## src/rtl/round_defs.sv

```systemverilog
// Shared definitions for the FP multiply datapath: widths, rounding modes
// and the mantissa multiplier FSM state.
package round_defs;
  localparam int MANT_W     = 24;
  localparam int PROD_W     = 2 * MANT_W;
  localparam int RND_MANT_W = MANT_W + 1;

  localparam logic [2:0] RM_RNE = 3'd0;
  localparam logic [2:0] RM_RTZ = 3'd1;
  localparam logic [2:0] RM_RDN = 3'd2;
  localparam logic [2:0] RM_RUP = 3'd3;
  localparam logic [2:0] RM_RMM = 3'd4;

  typedef enum logic [1:0] {IDLE, MUL, NORM, DONE} mmn_state_t;
endpackage

```

## src/rtl/mant_normalize.sv

```systemverilog
// Combinational normalizer: maps a raw significand product in [0,4) to the
// rounder's {mantissa, guard, sticky} view plus the exponent bump.
module mant_normalize #(
  parameter int MANT_W = 24
) (
  input  logic [2*MANT_W-1:0] prod,
  output logic [MANT_W:0]     mant,
  output logic                guard,
  output logic                sticky,
  output logic                exp_inc
);

  // Top bit set means the product landed in [2,4); drop one extra bit.
  always_comb begin
    mant    = '0;
    guard   = 1'b0;
    sticky  = 1'b0;
    exp_inc = 1'b0;
    if (prod[2*MANT_W-1]) begin
      mant    = {1'b0, prod[2*MANT_W-1 -: MANT_W]};
      guard   = prod[MANT_W-1];
      sticky  = |prod[MANT_W-2:0];
      exp_inc = 1'b1;
    end else begin
      mant    = {1'b0, prod[2*MANT_W-2 -: MANT_W]};
      guard   = prod[MANT_W-2];
      sticky  = |prod[MANT_W-3:0];
      exp_inc = 1'b0;
    end
  end

endmodule

```

## src/rtl/mant_mult_norm.sv

```systemverilog
// Sequential radix-2 shift-add significand multiplier followed by a one-cycle
// normalization stage, with valid/ready handshakes on both sides.
module mant_mult_norm
  import round_defs::*;
#(
  parameter int MANT_W = 24
) (
  input  logic              clk,
  input  logic              rst,
  input  logic              in_valid,
  output logic              in_ready,
  input  logic [MANT_W-1:0] a_mant,
  input  logic [MANT_W-1:0] b_mant,
  input  logic              a_sign,
  input  logic              b_sign,
  output logic              out_valid,
  input  logic              out_ready,
  output logic [MANT_W:0]   mant_out,
  output logic              guard,
  output logic              sticky,
  output logic              sign_out,
  output logic              exp_inc
);

  localparam int CW = $clog2(MANT_W);

  mmn_state_t          state;
  logic [MANT_W:0]     acc;
  logic [MANT_W-1:0]   mplr;
  logic [MANT_W-1:0]   mcand;
  logic [CW-1:0]       cnt;
  logic                sign_q;

  logic [MANT_W:0]     sum;
  logic [2*MANT_W-1:0] prod;
  logic [MANT_W:0]     n_mant;
  logic                n_guard;
  logic                n_sticky;
  logic                n_exp_inc;

  assign sum  = {1'b0, acc[MANT_W-1:0]} + {1'b0, mcand};
  assign prod = {acc[MANT_W-1:0], mplr};

  // Handshake flags depend on state only; reset masks in_ready immediately.
  assign in_ready  = (state == IDLE) && !rst;
  assign out_valid = (state == DONE);

  mant_normalize #(.MANT_W(MANT_W)) u_norm (
    .prod    (prod),
    .mant    (n_mant),
    .guard   (n_guard),
    .sticky  (n_sticky),
    .exp_inc (n_exp_inc)
  );

  // The 49-bit {acc, mplr} register shifts right every MUL cycle so the low
  // multiplier bit always selects whether to add the multiplicand.
  always_ff @(posedge clk) begin
    if (rst) begin
      state    <= IDLE;
      acc      <= '0;
      mplr     <= '0;
      mcand    <= '0;
      cnt      <= '0;
      sign_q   <= 1'b0;
      mant_out <= '0;
      guard    <= 1'b0;
      sticky   <= 1'b0;
      sign_out <= 1'b0;
      exp_inc  <= 1'b0;
    end else begin
      case (state)
        IDLE: begin
          if (in_valid) begin
            mcand  <= b_mant;
            mplr   <= a_mant;
            acc    <= '0;
            cnt    <= '0;
            sign_q <= a_sign ^ b_sign;
            state  <= MUL;
          end
        end
        MUL: begin
          if (mplr[0]) begin
            {acc, mplr} <= {1'b0, sum, mplr[MANT_W-1:1]};
          end else begin
            {acc, mplr} <= {1'b0, acc, mplr[MANT_W-1:1]};
          end
          cnt <= cnt + 1'b1;
          if (cnt == CW'(MANT_W - 1)) begin
            state <= NORM;
          end
        end
        NORM: begin
          mant_out <= n_mant;
          guard    <= n_guard;
          sticky   <= n_sticky;
          exp_inc  <= n_exp_inc;
          sign_out <= sign_q;
          state    <= DONE;
        end
        DONE: begin
          if (out_ready) begin
            state <= IDLE;
          end
        end
        default: state <= IDLE;
      endcase
    end
  end

endmodule

```

## config.mk

```make
export PLATFORM = sky130hd
export DESIGN_NAME = mant_mult_norm
export DESIGN_NICKNAME = d
export VERILOG_FILES = /design/src/rtl/round_defs.sv /design/src/rtl/mant_normalize.sv /design/src/rtl/mant_mult_norm.sv
export SDC_FILE = /design/constraint.sdc
export NUM_CORES = 1
export LEC_CHECK = 0
export CAP_MARGIN = 15
export CORE_MARGIN = 2
export CORE_UTILIZATION = 37
export CTS_CLUSTER_SIZE = 28
export DETAILED_ROUTE_END_ITERATION = 16
export DONT_BUFFER_PORTS = 1
export PLACE_DENSITY = 0.61
export SYNTH_ARGS = -nofsm -noshare
export SYNTH_HDL_FRONTEND = slang
export SYNTH_SLANG_ARGS = --single-unit
```

## constraint.sdc

```tcl
create_clock -name clk -period 2.7 [get_ports clk]
set_input_delay 0.405 -clock clk [delete_from_list [all_inputs] [get_ports clk]]
set_output_delay 0.405 -clock clk [all_outputs]
set_load 0.005 [all_outputs]
```

# Yosys cells after proc, flatten, opt, wreduce, memory -nomap -nowiden
# Index checks and enable logic that the tools add are counted.
[word_totals] register_bits=110 in_bits=54 out_inout_bits=31 word_cells=46
[op_classes] addsub=2 n_eq_ne=7 mux=16 bitwise_logic=1 n_reduce_logical=9
[ops] op="$mux W24" count=4
[ops] op="$pmux W25 S2" count=1
[ops] op="$pmux W24 S2" count=1
[ops] op="$add A24 B24 Y25" count=1
[ops] op="$mux W25" count=1
[ops] op="$reduce_or A23 Y1" count=1
[ops] op="$reduce_or A22 Y1" count=1
[ops] op="$pmux W5 S2" count=1
[ops] op="$pmux W2 S4" count=1
[ops] op="$mux W2" count=3
[ops] op="$add A5 B1 Y5 const B" count=1
[ops] op="$eq A5 B5 Y1 const B" count=1
[ops] op="$mux W5" count=1
[ops] op="$eq A2 B2 Y1 const B" count=2
[ops] op="$ne A2 B2 Y1 const B" count=2
[ops] op="$reduce_and A2 Y1" count=2
[ops] op="$mux W1" count=3
[ops] op="$reduce_and A3 Y1" count=1
[ops] op="$eq A2 B1 Y1 const B" count=1
[ops] op="$logic_not A2 Y1" count=1
[ops] op="$ne A2 B1 Y1 const B" count=1
[ops] op="$reduce_bool A2 Y1" count=1
[ops] op="$logic_and A1 B1 Y1" count=1
[ops] op="$logic_not A1 Y1" count=1
[ops] op="$xor A1 B1 Y1" count=1

# Longest topological paths before layout
# Gate-level depths: netlist (run 1).
[logic_depth] depth_word=3 depth_mapped=9 mapped_depth_nobuf=8

# By module
# From an unflattened synthesis (run 1), not the netlist that was laid out.
[hier_totals] hier_cells=710 hier_area_um2=6187.2
[modules_own_cells] mod="mant_mult_norm" instances=1 cells_each=671 area_each_um2=5715.5 seq_area_each_um2=2182.1
[modules_own_cells] mod="mant_normalize" instances=1 cells_each=39 area_each_um2=471.7 seq_area_each_um2=0.0

# Worst setup path after synthesis (run 1)
# OpenSTA, ideal clock, no wires.
[synth_timing] path_type="reg-to-reg" start="register acc[0]" end="register acc[19]" t_arrival_ps=2248 setup_slack_ps=330 stages_incl_launch_ff=9 n_path_buf=0 synth_period_minus_slack_ps=2370 path_cell_list="dfxtp_1 -> ha_1 -> fa_1 -> a21o_1 -> a221oi_4 -> a2111oi_2 -> or3_4 -> a221oi_2 -> a21oi_1"
[synth_via] elab_chain_cells=3
[synth_rtl] item="start, declared" line_no="mant_mult_norm.sv:28" source="logic [MANT_W:0] acc;"
[synth_rtl] item="start signal, assigned" line_no="mant_mult_norm.sv:85" source="{acc, mplr} <= {1'b0, sum, mplr[MANT_W-1:1]};"
[synth_rtl] item="start signal, assigned" line_no="mant_mult_norm.sv:87" source="{acc, mplr} <= {1'b0, acc, mplr[MANT_W-1:1]};"
[synth_rtl] item="$add A24 B24 Y25" line_no="mant_mult_norm.sv:41" source="assign sum = {1'b0, acc[MANT_W-1:0]} + {1'b0, mcand};"
[synth_rtl] item="$mux W24" line_no="mant_mult_norm.sv:84" source="if (mplr[0]) begin"
[synth_rtl] item="$pmux W25 S2" line_no="mant_mult_norm.sv:72" source="case (state)"
# No other way between the ends.
# A chain may end at the register's enable or synchronous reset.

# Worst setup path in the final report (run 1)
[layout_timing] start="register acc[20]" end="register acc[22]"
# The elaborated chain is that of the path after synthesis.

==> results of run 1 <==
## metal layers
layer / part of all wire / GRT usage / up-vias
met3: 0.055 / 0.0501 / 16
met2: 0.44 / 0.282 / 123
li1: - / - / 2524
met5: 0 / 0 / -
met4: 0.012 / 0.0482 / 0
met1: 0.49 / 0.246 / 2384
## area by class of cell
| class | instances | share of cell area |
|---|---|---|
| Clock buffer | 10 | 0.0357 |
| Inverter | 8 | 0.00468 |
| Tap cell | 216 | 0.0421 |
| Clock inverter | 6 | 0.00819 |
| Timing Repair Buffer | 12 | 0.0140 |
| Sequential cell | 108 | 0.337 |
| Multi-Input combinational cell | 538 | 0.558 |
## state kept, by name, indices dropped and copies added (netlist names)
name      cells
mplr         24
exp_inc       1
guard         1
mcand        24
sticky        1
state         2
sign_out      1
sign_q        1
cnt           5
mant_out     24
acc          24
## logic make-up after synthesis
logic type | Yosys count | synth area share
fa+ha+maj | 30 | 0.0643
other cells | 1 | 0.000630
mux | 61 | 0.104
buf+inv | 56 | 0.0383
flops | 108 | 0.363
simple gates | 218 | 0.159
xor+xnor | 17 | 0.0250
compound gates | 211 | 0.246
## placed cells by master (no fill, tap or decap), types with 13 or more instances in the layout
cell type	instances
dfxtp_1	108
nor2_1	88
nand2_1	82
a211oi_1	57
a21oi_1	55
mux2i_1	54
ha_1	28
o21ai_0	19
a21o_1	17
a22oi_1	13
## worst max-delay path, cell delays in order (launching register included)
cell and delay [ps]:
dfxtp_1 450, ha_1 360, a21o_1 220, a22o_1 200, a311oi_1 390, mux2_2 380, a221o_1 330, a211oi_2 130
## metrics by stage
stage | instance area [um2] | hold slack [ps] | power, mW
floorplan | 5950 | 440 | 4.14
global placement | 6130 | 449 | 4.64
detailed placement | 6130 | 452 | 4.72
CTS | 6410 | 101 | 6.03
global route | 6410 | 85.3 | 6.41
finish | 6410 | 106 | 5.98
## path summary, 6_finish.rpt
path                            depth (start not counted)                     end                    from  slack (ps)
worst max-delay path                                    7    acc[22]$_SDFFE_PP0P_    acc[20]$_SDFFE_PP0P_         160
worst max register to register                          7    acc[22]$_SDFFE_PP0P_    acc[20]$_SDFFE_PP0P_         160
worst min-delay path                                    1    mplr[8]$_SDFFE_PP0P_                     rst         110
worst min register to register                          2  mcand[18]$_SDFFE_PP0P_  mcand[18]$_SDFFE_PP0P_         460
## power by group
| part | switching (mW) | leakage [nW] | internal [mW] |
|---|---|---|---|
| registers | 0.354 | 0.882 | 2.03 |
| logic | 1.44 | 1.32 | 0.876 |
| clock network | 0.648 | 0.132 | 0.643 |
| total | 2.44 | 2.33 | 3.55 |
==> run metrics, run 1 <==
antenna viol nets, final=0; Total Routing Usage GR=0.181; area of the multi-input gates=3580 um2; Cell variety after synth=61; Crit Path Max Fanout=7; nets@finish=761; Die Area=17100 um2; CTS clock-pin slew for the worst setup and hold paths=70 ps; vias in the first global route=4712; Mean Syn Cell Area=8.48 um2; via count=5047; Clock Skew=8.47 ps; CTS sink count=108; # diodes=0; Peak VDD IR=0.426 mV; Crit Path Category=reg -> reg; post-synth top area share=0.363; Post-synth EDFFs=0; Hold Buf Count CTS=0; Worst slew margin=0.259; Power Density=933 nW/um2; pre-CTS setup slack=182 ps; Post-synth top cells=dfxtp_1, nor2_1, nand2_1; setup bufs post-CTS=0; worst-margin pin slew=1110 ps; Via density=5.62; Syn Nets=786; unrepaired setup endpoints after global routing=false; Final Setup Violations=0; CTS max path bufs=2; minimum clock period after layout=2540 ps; Die X=131 um; # rows=46; Max Clk Rate=394 MHz; WL per Instance=17.2 um; Netlist Area Pre-Place=5950 um2; Yosys top cell by area=dfxtp_1; top cells by area, synth=dfxtp_1, mux2i_1, a211oi_1; routed wire length=15500 um; initial core utilization=0.376; Reg area=2160 um2; drt pass-1 iters=5; CP startpoint kind=flip-flop; Final Hold Fails=0; aggregate global routing overflow=0; FFs w/ async S/R, synth=0; initial drt markers=359; Max-Cap Viols=0; cell count after synthesis=702; initial antenna violation count=0; post-CTS sizing=0; synth warn=0; Required @ worst endpoint=2990 ps; arrival time worst endpoint=2830 ps; Root Buffer=clkbuf_16; routability-driven placement congestion ratio=0.908; Core Box Area=15800 um2; register area share after synthesis=0.363; HP Class=in -> reg; fin cells=898; Leak=2.33 nW; TritonCTS buffer count=9; DRC=0; CTS tree=yes; commonest register cell after synthesis=dfxtp_1; placed cell count=882; PnR worst setup slack=164 ps; P&R area growth vs syn=7.76%; final core occ=0.405; fin crit share=0.939; Die Span Y=131 um; I/O Buffers=0; status=finished, final reports clean; synthesized flop and latch total=108; clk_lat worst skew=360 ps; Final Slew Violations=0; crit end category=flip-flop; most common cell in the netlist=dfxtp_1; Setup Total Neg Slack=0 ps; Layout fillers=1589; share of layout cells above drive strength 1=0.0689; first-pass GRT wire length=24100 um; pin count of the biggest net entering global routing=110; DP HPWL=11200 um; io pins=85; CTS HTree Levels=3
(Power assumes the default switching activity.)
==> inputs of run 2 (changes only) <==
--- a/config.mk
+++ b/config.mk
@@ -12,6 +12,7 @@
 export DETAILED_ROUTE_END_ITERATION = 16
 export DONT_BUFFER_PORTS = 1
 export PLACE_DENSITY = 0.61
+export SLEW_MARGIN = 0
 export SYNTH_ARGS = -nofsm -noshare
 export SYNTH_HDL_FRONTEND = slang
 export SYNTH_SLANG_ARGS = --single-unit
==> results of run 2 <==
Final layout, timing and power as in run 1 (identical DEF).
